<file path="config.mk">
export PLATFORM = sky130hd
export DESIGN_NAME = fpu_mul_round_flat
export DESIGN_NICKNAME = d
export VERILOG_FILES = /design/src/rtl/fpu_pkg.sv /design/src/rtl/fpu_mul_round_if.sv /design/src/rtl/fpu_round_rne.sv /design/src/rtl/fpu_mul_round.sv /design/src/flat_wrapper.sv
export SDC_FILE = /design/constraint.sdc
export NUM_CORES = 1
export LEC_CHECK = 0
export CAP_MARGIN = 20
export CORE_MARGIN = 2
export CORE_UTILIZATION = 45
export DETAILED_ROUTE_END_ITERATION = 12
export HOLD_SLACK_MARGIN = 0.03
export PLACE_DENSITY_LB_ADDON = 0.1
export SLEW_MARGIN = 25
export SYNTH_ARGS = -nofsm -noshare
export SYNTH_HDL_FRONTEND = slang
export SYNTH_SLANG_ARGS = --single-unit
</file>
<file path="constraint.sdc">
create_clock -name clk -period 3.07 [get_ports clk]
set_input_delay 0.7675 -clock clk [delete_from_list [all_inputs] [get_ports clk]]
set_output_delay 0.7675 -clock clk [all_outputs]
set_load 0.01 [all_outputs]
</file>
<file path="src/rtl/fpu_pkg.sv">
// fpu_pkg: shared FP32 constants, flag bit indices and the post-multiply stage-1 register type
package fpu_pkg;
  localparam logic [31:0] FP32_QNAN = 32'h7FC0_0000;
  localparam logic [9:0] FP32_BIAS = 10'd127;
  localparam logic signed [10:0] FP32_EXP_MAX = 11'sd255;
  localparam int FLG_INEXACT = 0;
  localparam int FLG_UNDERFLOW = 1;
  localparam int FLG_OVERFLOW = 2;
  localparam int FLG_INVALID = 3;
  typedef enum logic [1:0] {CLS_FIN, CLS_NAN, CLS_INF, CLS_ZERO} cls_e;
  typedef struct packed {
    logic sign;
    logic signed [10:0] e;
    logic [23:0] keep;
    logic guard;
    logic sticky;
    logic tiny;
    logic invalid;
    cls_e cls;
  } s1_t;
endpackage

</file>
<file path="src/rtl/fpu_mul_round_if.sv">
// fpu_mul_round_if: product-in / packed-result-out handshake bundle
interface fpu_mul_round_if;
  logic in_valid;
  logic in_ready;
  logic in_sign;
  logic [9:0] in_exp;
  logic [47:0] in_mant;
  logic in_snan;
  logic in_qnan;
  logic in_invalid;
  logic in_inf;
  logic in_zero;
  logic out_valid;
  logic out_ready;
  logic [31:0] out_res;
  logic [3:0] out_flags;
  modport slave (
    input in_valid, in_sign, in_exp, in_mant, in_snan, in_qnan, in_invalid, in_inf, in_zero, out_ready,
    output in_ready, out_valid, out_res, out_flags
  );
  modport master (
    output in_valid, in_sign, in_exp, in_mant, in_snan, in_qnan, in_invalid, in_inf, in_zero, out_ready,
    input in_ready, out_valid, out_res, out_flags
  );
endinterface

</file>
<file path="src/rtl/fpu_round_rne.sv">
// fpu_round_rne: round-to-nearest-even of a 24-bit significand with guard/sticky
module fpu_round_rne (
  input logic [23:0] keep,
  input logic guard,
  input logic sticky,
  input logic signed [10:0] exp_in,
  output logic [23:0] sig,
  output logic signed [10:0] exp_out,
  output logic carry,
  output logic inexact
);
  logic [24:0] sum;
  // bump on above-half or odd tie; a carry renormalizes to 1.0, a subnormal reaching bit 23 becomes normal
  always_comb begin
    sum = {1'b0, keep} + {24'd0, guard && (sticky || keep[0])};
    carry = sum[24];
    sig = carry ? 24'h80_0000 : sum[23:0];
    exp_out = carry ? exp_in + 11'sd1 : (exp_in == 11'sd0 && sum[23]) ? 11'sd1 : exp_in;
    inexact = guard || sticky;
  end
endmodule

</file>
<file path="src/rtl/fpu_mul_round.sv">
// fpu_mul_round: two-stage normalize/round/pack of the FP32 product; FPU_SUBNORMAL_EN enables gradual underflow
module fpu_mul_round
  import fpu_pkg::*;
(
  input logic clk,
  input logic rst,
  fpu_mul_round_if.slave bus
);
  s1_t s1_d, s1_q;
  logic s1_valid, s1_adv;
  logic [47:0] n;
  logic signed [10:0] e_n;
`ifdef FPU_SUBNORMAL_EN
  logic [10:0] sh_raw;
  logic [4:0] sh;
  logic [51:0] wide;
`endif
  logic [23:0] sig;
  logic signed [10:0] exp_r;
  logic carry, inexact, sig_unused, ovf, tiny_zero;
  logic [31:0] fin_res, res_d;
  logic [3:0] fin_flags, flags_d;
  assign s1_adv = !bus.out_valid || bus.out_ready;
  assign bus.in_ready = !s1_valid || s1_adv;
  // normalize the product to [1,2), split keep/guard/sticky, classify, denormalize tiny values
  always_comb begin
    n = bus.in_mant[47] ? bus.in_mant : {bus.in_mant[46:0], 1'b0};
    e_n = {bus.in_exp[9], bus.in_exp} + {10'd0, bus.in_mant[47]};
    s1_d.sign = bus.in_sign;
    s1_d.e = e_n;
    s1_d.keep = n[47:24];
    s1_d.guard = n[23];
    s1_d.sticky = |n[22:0];
    s1_d.tiny = e_n < 11'sd1;
    s1_d.invalid = bus.in_snan || bus.in_invalid;
    s1_d.cls = (bus.in_snan || bus.in_qnan || bus.in_invalid) ? CLS_NAN : bus.in_inf ? CLS_INF : bus.in_zero ? CLS_ZERO : CLS_FIN;
`ifdef FPU_SUBNORMAL_EN
    sh_raw = 11'd1 - e_n;
    sh = (sh_raw > 11'd26) ? 5'd26 : sh_raw[4:0];
    wide = {n[47:24], n[23], |n[22:0], 26'd0} >> sh;
    if (s1_d.tiny) begin
      s1_d.e = '0;
      s1_d.keep = wide[51:28];
      s1_d.guard = wide[27];
      s1_d.sticky = wide[26] || (|wide[25:0]);
    end
`endif
  end
  fpu_round_rne u_rnd (
    .keep(s1_q.keep),
    .guard(s1_q.guard),
    .sticky(s1_q.sticky),
    .exp_in(s1_q.e),
    .sig(sig),
    .exp_out(exp_r),
    .carry(carry),
    .inexact(inexact)
  );
  assign sig_unused = sig[23];
  // round, catch overflow before or after rounding, flush tiny values when gradual underflow is off, then specials win
  always_comb begin
`ifdef FPU_SUBNORMAL_EN
    tiny_zero = 1'b0;
`else
    tiny_zero = s1_q.tiny;
`endif
    ovf = ($signed(s1_q.e) >= FP32_EXP_MAX) || (carry && exp_r >= FP32_EXP_MAX);
    fin_res = tiny_zero ? {s1_q.sign, 31'd0} : ovf ? {s1_q.sign, 8'hFF, 23'd0} : {s1_q.sign, exp_r[7:0], sig[22:0]};
    fin_flags = '0;
    fin_flags[FLG_OVERFLOW] = ovf;
    fin_flags[FLG_UNDERFLOW] = s1_q.tiny && (inexact || tiny_zero);
    fin_flags[FLG_INEXACT] = ovf || inexact || tiny_zero;
    res_d = s1_q.cls == CLS_NAN ? FP32_QNAN : s1_q.cls == CLS_INF ? {s1_q.sign, 8'hFF, 23'd0} : s1_q.cls == CLS_ZERO ? {s1_q.sign, 31'd0} : fin_res;
    flags_d = '0;
    flags_d[FLG_INVALID] = s1_q.cls == CLS_NAN && s1_q.invalid;
    if (s1_q.cls == CLS_FIN) flags_d = fin_flags;
  end
  // stage 1 register loads whenever it is empty or draining into stage 2
  always_ff @(posedge clk or posedge rst) begin
    if (rst) begin
      s1_valid <= 1'b0;
      s1_q <= '0;
    end else if (bus.in_ready) begin
      s1_valid <= bus.in_valid;
      if (bus.in_valid) s1_q <= s1_d;
    end
  end
  // stage 2 output register holds the packed result stable while the consumer stalls
  always_ff @(posedge clk or posedge rst) begin
    if (rst) begin
      bus.out_valid <= 1'b0;
      bus.out_res <= '0;
      bus.out_flags <= '0;
    end else if (s1_adv) begin
      bus.out_valid <= s1_valid;
      if (s1_valid) begin
        bus.out_res <= res_d;
        bus.out_flags <= flags_d;
      end
    end
  end
endmodule
</file>
<file path="src/flat_wrapper.sv">
// flat-port wrapper written by rule: the top's interface ports become plain ports
module fpu_mul_round_flat import fpu_pkg::*;
  (clk, rst, bus_in_valid, bus_in_sign, bus_in_exp, bus_in_mant, bus_in_snan, bus_in_qnan, bus_in_invalid, bus_in_inf, bus_in_zero, bus_out_ready, bus_in_ready, bus_out_valid, bus_out_res, bus_out_flags);
  fpu_mul_round_if bus_i ();
  input logic clk;
  input logic rst;
  input wire logic [$bits(bus_i.in_valid)-1:0] bus_in_valid;
  input wire logic [$bits(bus_i.in_sign)-1:0] bus_in_sign;
  input wire logic [$bits(bus_i.in_exp)-1:0] bus_in_exp;
  input wire logic [$bits(bus_i.in_mant)-1:0] bus_in_mant;
  input wire logic [$bits(bus_i.in_snan)-1:0] bus_in_snan;
  input wire logic [$bits(bus_i.in_qnan)-1:0] bus_in_qnan;
  input wire logic [$bits(bus_i.in_invalid)-1:0] bus_in_invalid;
  input wire logic [$bits(bus_i.in_inf)-1:0] bus_in_inf;
  input wire logic [$bits(bus_i.in_zero)-1:0] bus_in_zero;
  input wire logic [$bits(bus_i.out_ready)-1:0] bus_out_ready;
  output wire logic [$bits(bus_i.in_ready)-1:0] bus_in_ready;
  output wire logic [$bits(bus_i.out_valid)-1:0] bus_out_valid;
  output wire logic [$bits(bus_i.out_res)-1:0] bus_out_res;
  output wire logic [$bits(bus_i.out_flags)-1:0] bus_out_flags;
  assign bus_i.in_valid = bus_in_valid;
  assign bus_i.in_sign = bus_in_sign;
  assign bus_i.in_exp = bus_in_exp;
  assign bus_i.in_mant = bus_in_mant;
  assign bus_i.in_snan = bus_in_snan;
  assign bus_i.in_qnan = bus_in_qnan;
  assign bus_i.in_invalid = bus_in_invalid;
  assign bus_i.in_inf = bus_in_inf;
  assign bus_i.in_zero = bus_in_zero;
  assign bus_i.out_ready = bus_out_ready;
  assign bus_in_ready = bus_i.in_ready;
  assign bus_out_valid = bus_i.out_valid;
  assign bus_out_res = bus_i.out_res;
  assign bus_out_flags = bus_i.out_flags;
  fpu_mul_round u_core (.clk(clk), .rst(rst), .bus(bus_i));
endmodule
</file>
-- Word-level counts from Yosys, hierarchy flattened
Cells that the tools add are included.
- register bits: 80
- output and inout bits: 38
- eq/ne operators: 3
- magnitude comparators: 3
- muxes and demuxes: 13
- reduce and logical (&&, ||, !) cells: 23
- add/subtract/negate cells: 3
- operator list (kind ; count):
    $mux W31 ; 4
    $mux W48 ; 1
    $mux W32 ; 1
    $add A24 B1 Y25 ; 1
    $mux W23 ; 1
    $reduce_or A23 Y1 ; 1
    $ge A11 B9 Y1 const B ; 2
    $mux W11 ; 2
    $add A10 B2 Y11 ; 1
    $add A11 B2 Y11 const B ; 1
    $logic_not A11 Y1 ; 1
    $logic_or A1 B1 Y1 ; 11
    $lt A11 B2 Y1 const B ; 1
    $mux W2 ; 3
    $logic_and A1 B1 Y1 ; 5
    $eq A2 B2 Y1 const B ; 2
    $mux W4 ; 1
    $reduce_and A2 Y1 ; 2
    $eq A2 B1 Y1 const B ; 1
    $logic_not A1 Y1 ; 2
    $logic_not A2 Y1 ; 1

-- Logic depth before layout (Yosys ltp)
Gate-level depths: netlist (run 1).
- depth in word-level cells: 14
- mapped depth: 10
- mapped depth without buffers: 9

-- Hierarchy
From an unflattened synthesis (run 1), not the netlist that was laid out.
- cell total of the unflattened synthesis: 453
- area total of the unflattened synthesis: 4448.0 µm²
- modules (own cells, without submodules) (module ; instances ; area an instance (µm²) ; cells each):
    fpu_mul_round ; 1 ; 3599.7 ; 332
    fpu_round_rne ; 1 ; 848.3 ; 121

-- Worst setup path before layout (run 1)
OpenSTA, ideal clock, no wires.
- path kind: register to register
- start: register u_core.s1_q[4] (netlist bit)
- end: register u_core.bus.out_flags[2]
- stages on the path, launching flop included: 10
- arrival: 2095 ps
- data required time: 2946 ps
- period minus slack after synthesis: 2219 ps
- buffers on the path: 0
- setup slack: 851 ps
- library setup time: 124 ps
- cells stage by stage: dfrtp_1 > o21a_1 > ha_1 > ha_1 > nand4_1 > or4_4 > nor3_4 > xnor2_1 > nor4b_2 > a211o_1
- word-level cells in the longest chain between the ends: 10
- RTL lines (what ; RTL line ; RTL):
    from (decl) ; fpu_mul_round.sv:9 ; s1_t s1_d, s1_q;
    from (signal assigned) ; fpu_mul_round.sv:82 ; s1_q <= '0;
    from (signal assigned) ; fpu_mul_round.sv:85 ; if (bus.in_valid) s1_q <= s1_d;
    $logic_or A1 B1 Y1 (*) ; fpu_round_rne.sv:15 ; sum = {1'b0, keep} + {24'd0, guard && (sticky || keep[0])};
    $logic_and A1 B1 Y1 (*) ; fpu_round_rne.sv:15 ;
    $add A24 B1 Y25 (*) ; fpu_round_rne.sv:15 ;
    $logic_and A1 B1 Y1 ; fpu_round_rne.sv:18 ; exp_out = carry ? exp_in + 11'sd1 : (exp_in == 11'sd0 && sum[23]) ? 11'sd1 : exp_in;
    $mux W11 (2 in a row) ; fpu_round_rne.sv:18 ;
    $ge A11 B9 Y1 ; fpu_mul_round.sv:67 ; ovf = ($signed(s1_q.e) >= FP32_EXP_MAX) || (carry && exp_r >= FP32_EXP_MAX);
    $logic_and A1 B1 Y1 (*) ; fpu_mul_round.sv:67 ;
    $logic_or A1 B1 Y1 (*) ; fpu_mul_round.sv:67 ;
    $mux W4 (*) ; fpu_mul_round.sv:76 ; if (s1_q.cls == CLS_FIN) flags_d = fin_flags;
    to (signal assigned) ; fpu_mul_round.sv:98 ; bus.out_flags <= flags_d;
    to (decl) ; fpu_mul_round_if.sv:19 ; output in_ready, out_valid, out_res, out_flags
Every way passes the cells marked *; elsewhere a longest branch is shown, timed or not.
A chain may end at the register's enable or synchronous reset.

-- Final worst setup path (run 1)
- start: input bus_out_ready
- end: output bus_in_ready
- word-level cells in the longest chain between the ends: 2
- RTL lines (what ; RTL line ; RTL):
    from (decl) ; flat_wrapper.sv:16 ; input wire logic [$bits(bus_i.out_ready)-1:0] bus_out_ready;
    $logic_or A1 B1 Y1 ; fpu_mul_round.sv:23 ; assign s1_adv = !bus.out_valid || bus.out_ready;
    $logic_or A1 B1 Y1 ; fpu_mul_round.sv:24 ; assign bus.in_ready = !s1_valid || s1_adv;
    to (decl) ; flat_wrapper.sv:17 ; output wire logic [$bits(bus_i.in_ready)-1:0] bus_in_ready;
No other way between the ends.

==> results of run 1 <==
## kinds of logic after synthesis
group                      Yosys count
and+or+nand+nor                    193
AOI/OAI and AO/OA                  105
DFF                                 80
xor gates and xnor gates            35
buffers and inverters               33
muxes                               29
adders and majority gates            6
## power groups by stage
| stage | clock network [mW] | registers, mW | logic [mW] |
|---|---|---|---|
| 2_1_floorplan | 0 | 1.31 | 0.322 |
| 3_3_place_gp | 0 | 1.34 | 0.576 |
| 3_5_place_dp | 0 | 1.34 | 0.586 |
| 4_1_cts | 0.883 | 1.32 | 0.589 |
| 5_1_grt | 0.932 | 1.35 | 0.650 |
| 6_report | 0.868 | 1.32 | 0.586 |
## layout make-up
cell class	count	area, um2
flip-flops and latches	80	2000
repair buffers	113	1120
clock buffers	10	138
well taps	129	161
inverters	8	30.0
fillers	835	3550
multi-input cells	368	2240
clock inverters	6	90.1
## sequential cells by signal, indices dropped and copies added (netlist names)
register              flops
u_core.bus.out_flags      4
u_core.bus.out_res       32
u_core.bus.out_valid      1
u_core.s1_q              41
u_core.s1_valid           1
u_core.tiny_zero          1
## metrics by stage
stage / util / cells / power [mW] / hold slack, ns
after floorplan: - / 481 / 1.63 / 0.450
after detailed placement: 0.595 / 698 / 1.93 / 0.469
after global placement: 0.595 / 698 / 1.91 / 0.461
after global routing: 0.620 / 714 / 2.93 / 0.508
after CTS: 0.620 / 714 / 2.79 / 0.486
final: 0.620 / 714 / 2.78 / 0.477
## per-layer routing
layer	wire, um	track usage	up-vias	part of all wire
li1	-	-	1916	-
met1	5280	0.316	1734	0.50
met2	4440	0.305	136	0.42
met3	669	0.0481	14	0.063
met4	180	0.0810	0	0.017
met5	0	0	-	0
## worst max-delay path by stage
| stage | startpoint | end | slack (ns) |
|---|---|---|---|
| 4_1_cts | bus_out_ready | bus_in_ready | 0.30 |
| 5_1_grt | bus_out_ready | bus_in_ready | 0.23 |
| 3_5_place_dp | bus_out_ready | bus_in_ready | 0.31 |
| 2_1_floorplan | rst | u_core.bus.out_flags[0]$_DFFE_PP0P_ | 0.25 |
| 6_report | bus_out_ready | bus_in_ready | 0.30 |
| 3_3_place_gp | bus_out_ready | bus_in_ready | 0.34 |
## cell usage in the layout (no fill, tap or decap), types with 3 or more instances in the layout
master           count
dfrtp_1             80
o21ai_0             62
clkdlybuf4s50_1    105
nand2b_1             3
mux2i_1             24
nand4_1             12
mux2_2               5
nand3_1             24
a32o_1               3
nor4_1               8
xnor2_1             16
ha_1                 6
clkbuf_8            10
nand2_1             79
and4_1               3
nor3b_1              3
a31oi_1              4
inv_1                7
xor2_1              19
nor2_1              27
and3_1               4
or3_1                3
a21oi_1             17
and2_1               4
nor3_1              12
buf_4                7
## worst max-delay path: stages
cell             delay, ns
clkdlybuf4s50_1       0.47
nand3b_1              0.19
clkdlybuf4s50_1       0.57
==> flow_summary.json, run 1 <==
{
  "status": "completed",
  "powerDensity_nw_per_um2": 481,
  "p_sw_mw": 0.818,
  "clkPwrFrac": 0.312,
  "rr_endpoint": "u_core.bus.out_res[13]$_DFFE_PP0P_",
  "synth_cells": 481,
  "finalNetCount": 654,
  "num_vias": 3800,
  "die_h_um": 103,
  "design_area_um2": 5780,
  "yosys.cell_types.count": 50,
  "grt_pass1_vias": 3588,
  "clk_pin_slew_ns": 0.07,
  "antenna_found_initial": 0,
  "postCtsResizedCells": 0,
  "synth_top_family_by_area": "simple AND/OR/NAND/NOR gates",
  "diodes": 0,
  "worstReg2RegStart": "u_core.s1_q[4]$_DFFE_PP0P_",
  "grt_overflow": 0,
  "core_area_um2": 9330,
  "cp.required_ns": 2.30,
  "hold_depth": 2,
  "syn_nets": 555,
  "placed_cell_area_um2": 5550,
  "rows": 35,
  "grt_use_total": 0.213,
  "ir_worst_vdd_mv": 0.204,
  "grt_max_degree": 59,
  "wirelength_mm": 10.6,
  "synthFlopType": "dfrtp_1",
  "netlist_top_cells_count": "dfrtp_1, nand2_1, o21ai_0",
  "intPower_mw": 1.96,
  "synthTopCellsByArea": "dfrtp_1, o21ai_0, nand2_1, mux2i_1, xor2_1",
  "synth-simple-area-share": 0.218,
  "critPathMaxFanout": 4,
  "reg2reg_depth": 10,
  "drtIter0Drc": 137,
  "hold_buffers": 0,
  "combPwrFrac": 0.211,
  "min_from": "u_core.bus.out_res[31]$_DFFE_PP0P_",
  "cts_buffers": 9,
  "final.period_utilization": 0.902,
  "synthXorXnorAreaFrac": 0.0702,
  "dpl.hpwl_mm": 8.33,
  "drt-wirelength-per-cell_um": 14.8,
  "areaGrowthSynthToFinish_pct": 32.3,
  "route.detailed.vias_per_inst": 5.32,
  "ys_async_sr_fraction": 1.00,
  "hold_viol": 0,
  "synthMuxAreaShare": 0.0679,
  "startpoint_type": "primary input",
  "insertion_delay_ns": 0.36,
  "reg2reg_slack_ns": 0.50,
  "p_sw_frac": 0.295,
  "place_ws_ns": 0.308,
  "crit_path_end_kind": "output port",
  "fin_ws_ns": 0.301,
  "drc": 0,
  "synth_edf_count": 0,
  "tightest_slew_ns": 0.595,
  "die_w_um": 103,
  "setup_viol_count_final": 0,
  "cts_tree": "built",
  "yosysTopAreaCellShare": 0.458,
  "clock_path_buffers": 2,
  "syn_avg_cell_area_um2": 9.08,
  "synth_fa_ha_area_frac": 0.0172,
  "crit_arrival_ns": 2.00,
  "skew_ns": 0.0169,
  "h-tree-depth": 3,
  "grt_pass1_wl_mm": 17.3,
  "syn-cell-area_um2": 4370,
  "synth_compound_area_frac": 0.138,
  "post_cts_buffers": 0,
  "period_minus_slack_ns": 2.77,
  "gp_congestion": 0.902,
  "slew_viol_final": 0,
  "tns_ns": 0,
  "cts_sinks": 80,
  "ys.warnings.count": 0,
  "die-area_um2": 10500,
  "holdPathEnd": "u_core.bus.out_res[31]$_DFFE_PP0P_",
  "synth_top_cell_by_area": "dfrtp_1",
  "rsz0062_at_grt": "no",
  "cts_root_buffer": "clkbuf_8",
  "path_class": "in -> out",
  "ys_seq_elements": 80,
  "dr.pass1.iters": 5,
  "port_buffers": 105,
  "power_frac_seq": 0.477,
  "cap_violations": 0,
  "fmax_mhz": 361,
  "drive_gt1_frac": 0.0615,
  "leakagePower_nw": 2.38,
  "io_pins": 106,
  "max_slew_margin": 0.600,
  "start_util": 0.468,
  "hold_class": "reg -> reg",
  "seq_area_frac_synth": 0.458,
  "postRouteAntennaNets": 0
}
No activity file was read; power rests on OpenSTA's default activity.
==> run 2: changes to the inputs <==
--- a/config.mk
+++ b/config.mk
@@ -9,9 +9,10 @@
 export CORE_MARGIN = 2
 export CORE_UTILIZATION = 45
 export DETAILED_ROUTE_END_ITERATION = 12
+export GPL_ROUTABILITY_DRIVEN = 0
 export HOLD_SLACK_MARGIN = 0.03
 export PLACE_DENSITY_LB_ADDON = 0.1
-export SLEW_MARGIN = 25
+export SLEW_MARGIN = 10
 export SYNTH_ARGS = -nofsm -noshare
 export SYNTH_HDL_FRONTEND = slang
 export SYNTH_SLANG_ARGS = --single-unit
==> flow_summary.json, run 2 (synthesis gave the netlist of run 1 again) <==
{
  "clk_pin_slew_ns": 0.08,
  "reg2reg_depth": 9,
  "path_class": "in -> out",
  "tightest_slew_ns": 0.596,
  "route.detailed.vias_per_inst": 5.27,
  "grt_pass1_wl_mm": 17.2,
  "intPower_mw": 1.85,
  "final_cell_count_no_fill": 713,
  "final.period_utilization": 0.891,
  "holdPathEnd": "u_core.bus.out_res[10]$_DFFE_PP0P_",
  "largest_register": "u_core.s1_q",
  "crit_top_cell": "clkdlybuf4s50_1",
  "hold_buffers": 0,
  "die-area_um2": 10500,
  "areaGrowthSynthToFinish_pct": 31.1,
  "critPathMaxFanout": 4,
  "grt_pass1_vias": 3590,
  "drtIter0Drc": 123,
  "core_area_um2": 9330,
  "tns_ns": 0,
  "postRouteAntennaNets": 0,
  "layout_common_cells": "clkdlybuf4s50_1, dfrtp_1, nand2_1",
  "ir_worst_vdd_mv": 0.287,
  "rr_endpoint": "u_core.bus.out_res[14]$_DFFE_PP0P_",
  "post_cts_buffers": 0,
  "reg2reg_slack_ns": 0.43,
  "dr.pass1.iters": 4,
  "die_w_um": 103,
  "crit_path_cell_trace": "clkdlybuf4s50_1, nand3b_1, clkdlybuf4s50_1",
  "num_vias": 3760,
  "port_buffers": 105,
  "drc": 0,
  "drive_gt1_frac": 0.0531,
  "leakagePower_nw": 2.35,
  "hold_class": "reg -> reg",
  "powerDensity_nw_per_um2": 460,
  "crit_slowest_cell": "clkdlybuf4s50_1",
  "grt_max_degree": 64,
  "clock_path_buffers": 2,
  "finalNetCount": 653,
  "power.total_mw": 2.63,
  "setup_viol_count_final": 0,
  "combPwrFrac": 0.222,
  "fill_cells": 840,
  "cp.required_ns": 2.30,
  "fmax_mhz": 366,
  "place_ws_ns": 0.343,
  "whs_ns": 0.481,
  "cap_violations": 0,
  "drt-wirelength-per-cell_um": 14.7,
  "min_from": "u_core.bus.out_res[10]$_DFFE_PP0P_",
  "rsz0062_at_grt": "no",
  "clkPwrFrac": 0.276,
  "cts_root_buffer": "clkbuf_8",
  "cpPeakStageDelay_ns": 0.57,
  "p_sw_mw": 0.781,
  "dpl.hpwl_mm": 8.26,
  "grt_use_total": 0.210,
  "grt_overflow": 0,
  "diodes": 0,
  "rows": 35,
  "io_pins": 106,
  "slew_viol_final": 0,
  "cts_buffers": 9,
  "hold_viol": 0,
  "insertion_delay_ns": 0.34,
  "power_frac_seq": 0.502,
  "worstReg2RegStart": "u_core.s1_q[4]$_DFFE_PP0P_",
  "largest_reg_flops": 41,
  "largestRegisters": "u_core.s1_q: 41 flops, u_core.bus.out_res: 32 flops, u_core.bus.out_flags: 4 flops",
  "hold_depth": 2,
  "cts_tree": "built",
  "start_util": 0.468,
  "startpoint_type": "primary input",
  "cts_sinks": 80,
  "wirelength_mm": 10.5,
  "status": "completed",
  "crit_path_end_kind": "output port",
  "max_slew_margin": 0.602,
  "cp-startpoint": "bus_out_ready",
  "p_sw_frac": 0.296,
  "layout_commonest_cell": "clkdlybuf4s50_1",
  "skew_ns": 0.00589,
  "crit_arrival_ns": 1.97,
  "die_h_um": 103,
  "period_minus_slack_ns": 2.74,
  "h-tree-depth": 3,
  "dpl.cell_count": 697,
  "postCtsResizedCells": 0,
  "fin_ws_ns": 0.334,
  "antenna_found_initial": 0
}
[run 2: cell count changes in the layout (fill, tap and decap cells not counted), sizes merged]
cell and change:
bufinv -1, inv -1, buf -1, clkbuf +3, clkinv -1
[run 2: cell type report]
cell class / count / area [um2] / share of cell area
inverters: 8 / 30.0 / 0.00524
well taps: 129 / 161 / 0.0282
multi-input cells: 368 / 2240 / 0.390
clock inverters: 3 / 42.5 / 0.00743
clock buffers: 13 / 139 / 0.0243
flip-flops and latches: 80 / 2000 / 0.350
repair buffers: 112 / 1120 / 0.195
[run 2: stage by stage]
| step | util | area, um2 |
|---|---|---|
| 3_5_place_dp | 0.595 | 5550 |
| 4_1_cts | 0.614 | 5730 |
| 6_report | 0.614 | 5730 |
| 3_3_place_gp | 0.595 | 5550 |
| 2_1_floorplan | - | 4370 |
| 5_1_grt | 0.614 | 5730 |
[run 2: metal layers]
layer  vias up  track usage  share of wire
met5         -            0              0
met1      1725        0.317           0.50
met2       117        0.303           0.42
li1       1905            -              -
met3        13       0.0393          0.067
met4         0       0.0718          0.013
[run 2: critical path: cells and delay by family]
kind,cells,cell delay [ns]
buf+inv,2,1.03
simple gates,1,0.17
[run 2: power by group through the flow]
stage | registers [mW] | clock network, mW | logic (mW)
CTS | 1.32 | 0.741 | 0.589
floorplan | 1.31 | 0 | 0.322
finish | 1.32 | 0.726 | 0.585
detailed placement | 1.34 | 0 | 0.587
global placement | 1.33 | 0 | 0.574
global route | 1.35 | 0.789 | 0.652
[run 2: worst max path at each step]
| stage | to | slack [ns] |
|---|---|---|
| after floorplan | u_core.bus.out_flags[0]$_DFFE_PP0P_ | 0.25 |
| after global placement | bus_in_ready | 0.34 |
| after detailed placement | bus_in_ready | 0.34 |
| after CTS | bus_in_ready | 0.33 |
| after global routing | u_core.bus.out_res[14]$_DFFE_PP0P_ | 0.08 |
| final | bus_in_ready | 0.33 |
==> run 3: changes to the inputs <==
--- a/config.mk
+++ b/config.mk
@@ -6,12 +6,15 @@
 export NUM_CORES = 1
 export LEC_CHECK = 0
 export CAP_MARGIN = 20
+export CORE_ASPECT_RATIO = 1.5
 export CORE_MARGIN = 2
 export CORE_UTILIZATION = 45
+export CTS_CLUSTER_DIAMETER = 80
 export DETAILED_ROUTE_END_ITERATION = 12
 export GPL_ROUTABILITY_DRIVEN = 0
 export HOLD_SLACK_MARGIN = 0.03
 export PLACE_DENSITY_LB_ADDON = 0.1
+export SKIP_CTS_REPAIR_TIMING = 1
 export SLEW_MARGIN = 10
 export SYNTH_ARGS = -nofsm -noshare
 export SYNTH_HDL_FRONTEND = slang
==> flow_summary.json, run 3 (synthesis gave the netlist of run 1 again) <==
{
  "status": "completed",
  "start_util": 0.456,
  "dpl.hpwl_mm": 8.42,
  "min_from": "u_core.bus.out_res[4]$_DFFE_PP0P_",
  "place_ws_ns": 0.323,
  "cap_violations": 0,
  "fin_ws_ns": 0.328,
  "wirelength_mm": 10.9,
  "whs_ns": 0.474,
  "setup_viol_count_final": 0,
  "areaGrowthSynthToFinish_pct": 33.0,
  "grt_pass1_wl_mm": 18.6,
  "cp.required_ns": 2.30,
  "grt_max_degree": 59,
  "grt_use_total": 0.218,
  "cts_buffers": 9,
  "layout_common_cells": "clkdlybuf4s50_1, dfrtp_1, nand2_1",
  "crit_path_end_kind": "output port",
  "crit_arrival_ns": 1.97,
  "holdPathEnd": "u_core.bus.out_res[4]$_DFFE_PP0P_",
  "diodes": 0,
  "grt_overflow": 0,
  "period_minus_slack_ns": 2.74,
  "crit_slowest_cell": "clkdlybuf4s50_1",
  "final.period_utilization": 0.893,
  "ir_worst_vdd_mv": 0.446,
  "cts_root_buffer": "clkbuf_16",
  "antenna_found_initial": 0,
  "power.total_mw": 2.91,
  "critPathTopFamily": "buffers and inverters",
  "io_pins": 106,
  "die_w_um": 84.5,
  "finalNetCount": 653,
  "cpPeakStageDelay_ns": 0.56,
  "die-area_um2": 10500,
  "num_vias": 3907,
  "route.detailed.vias_per_inst": 5.59,
  "postRouteAntennaNets": 0,
  "largestRegisters": "u_core.s1_q: 41 flops, u_core.bus.out_res: 32 flops, u_core.bus.out_flags: 4 flops",
  "hold_viol": 0,
  "leakagePower_nw": 2.40,
  "rows": 44,
  "cts_tree": "built",
  "worstReg2RegStart": "u_core.s1_q[4]$_DFFE_PP0P_",
  "core_area_um2": 9580,
  "rsz0062_at_grt": "no",
  "largest_reg_flops": 41,
  "dr.pass1.iters": 4,
  "skew_ns": 0.00628,
  "path_class": "in -> out",
  "max_slew_margin": 0.587,
  "rr_endpoint": "u_core.bus.out_res[14]$_DFFE_PP0P_",
  "drtIter0Drc": 123,
  "die_h_um": 125,
  "insertion_delay_ns": 0.33,
  "clock_path_buffers": 2,
  "powerDensity_nw_per_um2": 500,
  "crit_top_cell": "clkdlybuf4s50_1",
  "layout_commonest_cell": "clkdlybuf4s50_1",
  "crit_path_cell_trace": "clkdlybuf4s50_1, nand3b_1, clkdlybuf4s50_1",
  "design_area_um2": 5810,
  "largest_register": "u_core.s1_q",
  "slew_viol_final": 0,
  "drc": 0,
  "startpoint_type": "primary input",
  "clk_pin_slew_ns": 0.06,
  "cts_sinks": 80,
  "critPathBufInv": 2,
  "reg2reg_slack_ns": 0.46,
  "drive_gt1_frac": 0.0582,
  "hold_depth": 2,
  "fmax_mhz": 365,
  "hold_class": "reg -> reg",
  "grt_pass1_vias": 4014,
  "critPathMaxFanout": 4,
  "tightest_slew_ns": 0.615,
  "reg2reg_depth": 10,
  "port_buffers": 105,
  "drt-wirelength-per-cell_um": 15.6,
  "placed_cell_area_um2": 5530,
  "h-tree-depth": 3,
  "tns_ns": 0
}
[run 3: changes by cell type in the layout (fill, tap and decap cells not counted)]
cell        delta
clkbuf_8       -7
clkbuf_16      +9
clkbuf_1       -3
bufinv_16      -1
clkinvlp_4     +1
clkinv_4       +1
[run 3: layer usage]
| metal | vias up | GRT usage | wire length [um] |
|---|---|---|---|
| met5 | - | 0 | 0 |
| met1 | 1890 | 0.236 | 4100 |
| met2 | 85 | 0.407 | 6100 |
| met3 | 25 | 0.0398 | 369 |
| li1 | 1907 | - | - |
| met4 | 0 | 0.0934 | 363 |
[run 3: stage by stage]
| stage | cells | utilization |
|---|---|---|
| after floorplan | 481 | - |
| after global placement | 683 | 0.577 |
| after detailed placement | 683 | 0.577 |
| after CTS | 699 | 0.607 |
| after global routing | 699 | 0.607 |
| final | 699 | 0.607 |
[run 3: area by class of cell]
class	instances	area (um2)
Sequential cell	80	2000
Fill cell	886	3770
Timing Repair Buffer	112	1120
Clock buffer	12	256
Multi-Input combinational cell	368	2240
Tap cell	115	144
Clock inverter	4	28.8
Inverter	8	30.0
[run 3: worst max-delay path by stage]
stage | start | endpoint | slack (ns) | depth (start not counted)
after floorplan | rst | u_core.bus.out_flags[0]$_DFFE_PP0P_ | 0.25 | 1
after global placement | bus_out_ready | bus_in_ready | 0.35 | 3
after detailed placement | bus_out_ready | bus_in_ready | 0.32 | 3
after CTS | bus_out_ready | bus_in_ready | 0.32 | 3
after global routing | u_core.s1_q[4]$_DFFE_PP0P_ | u_core.bus.out_res[14]$_DFFE_PP0P_ | 0.19 | 10
final | bus_out_ready | bus_in_ready | 0.33 | 3
[run 3: power breakdown]
part	switching (mW)	internal, mW	leakage [nW]	total [mW]
clock	0.419	0.592	0.135	1.01
sequential	0.145	1.18	1.00	1.32
combinational	0.276	0.301	1.26	0.578
[run 3: tightest hold or removal path: stages (launching register included)]
cell	delay, ns
dfrtp_1	0.34
nand2_1	0.04
o21ai_0	0.06
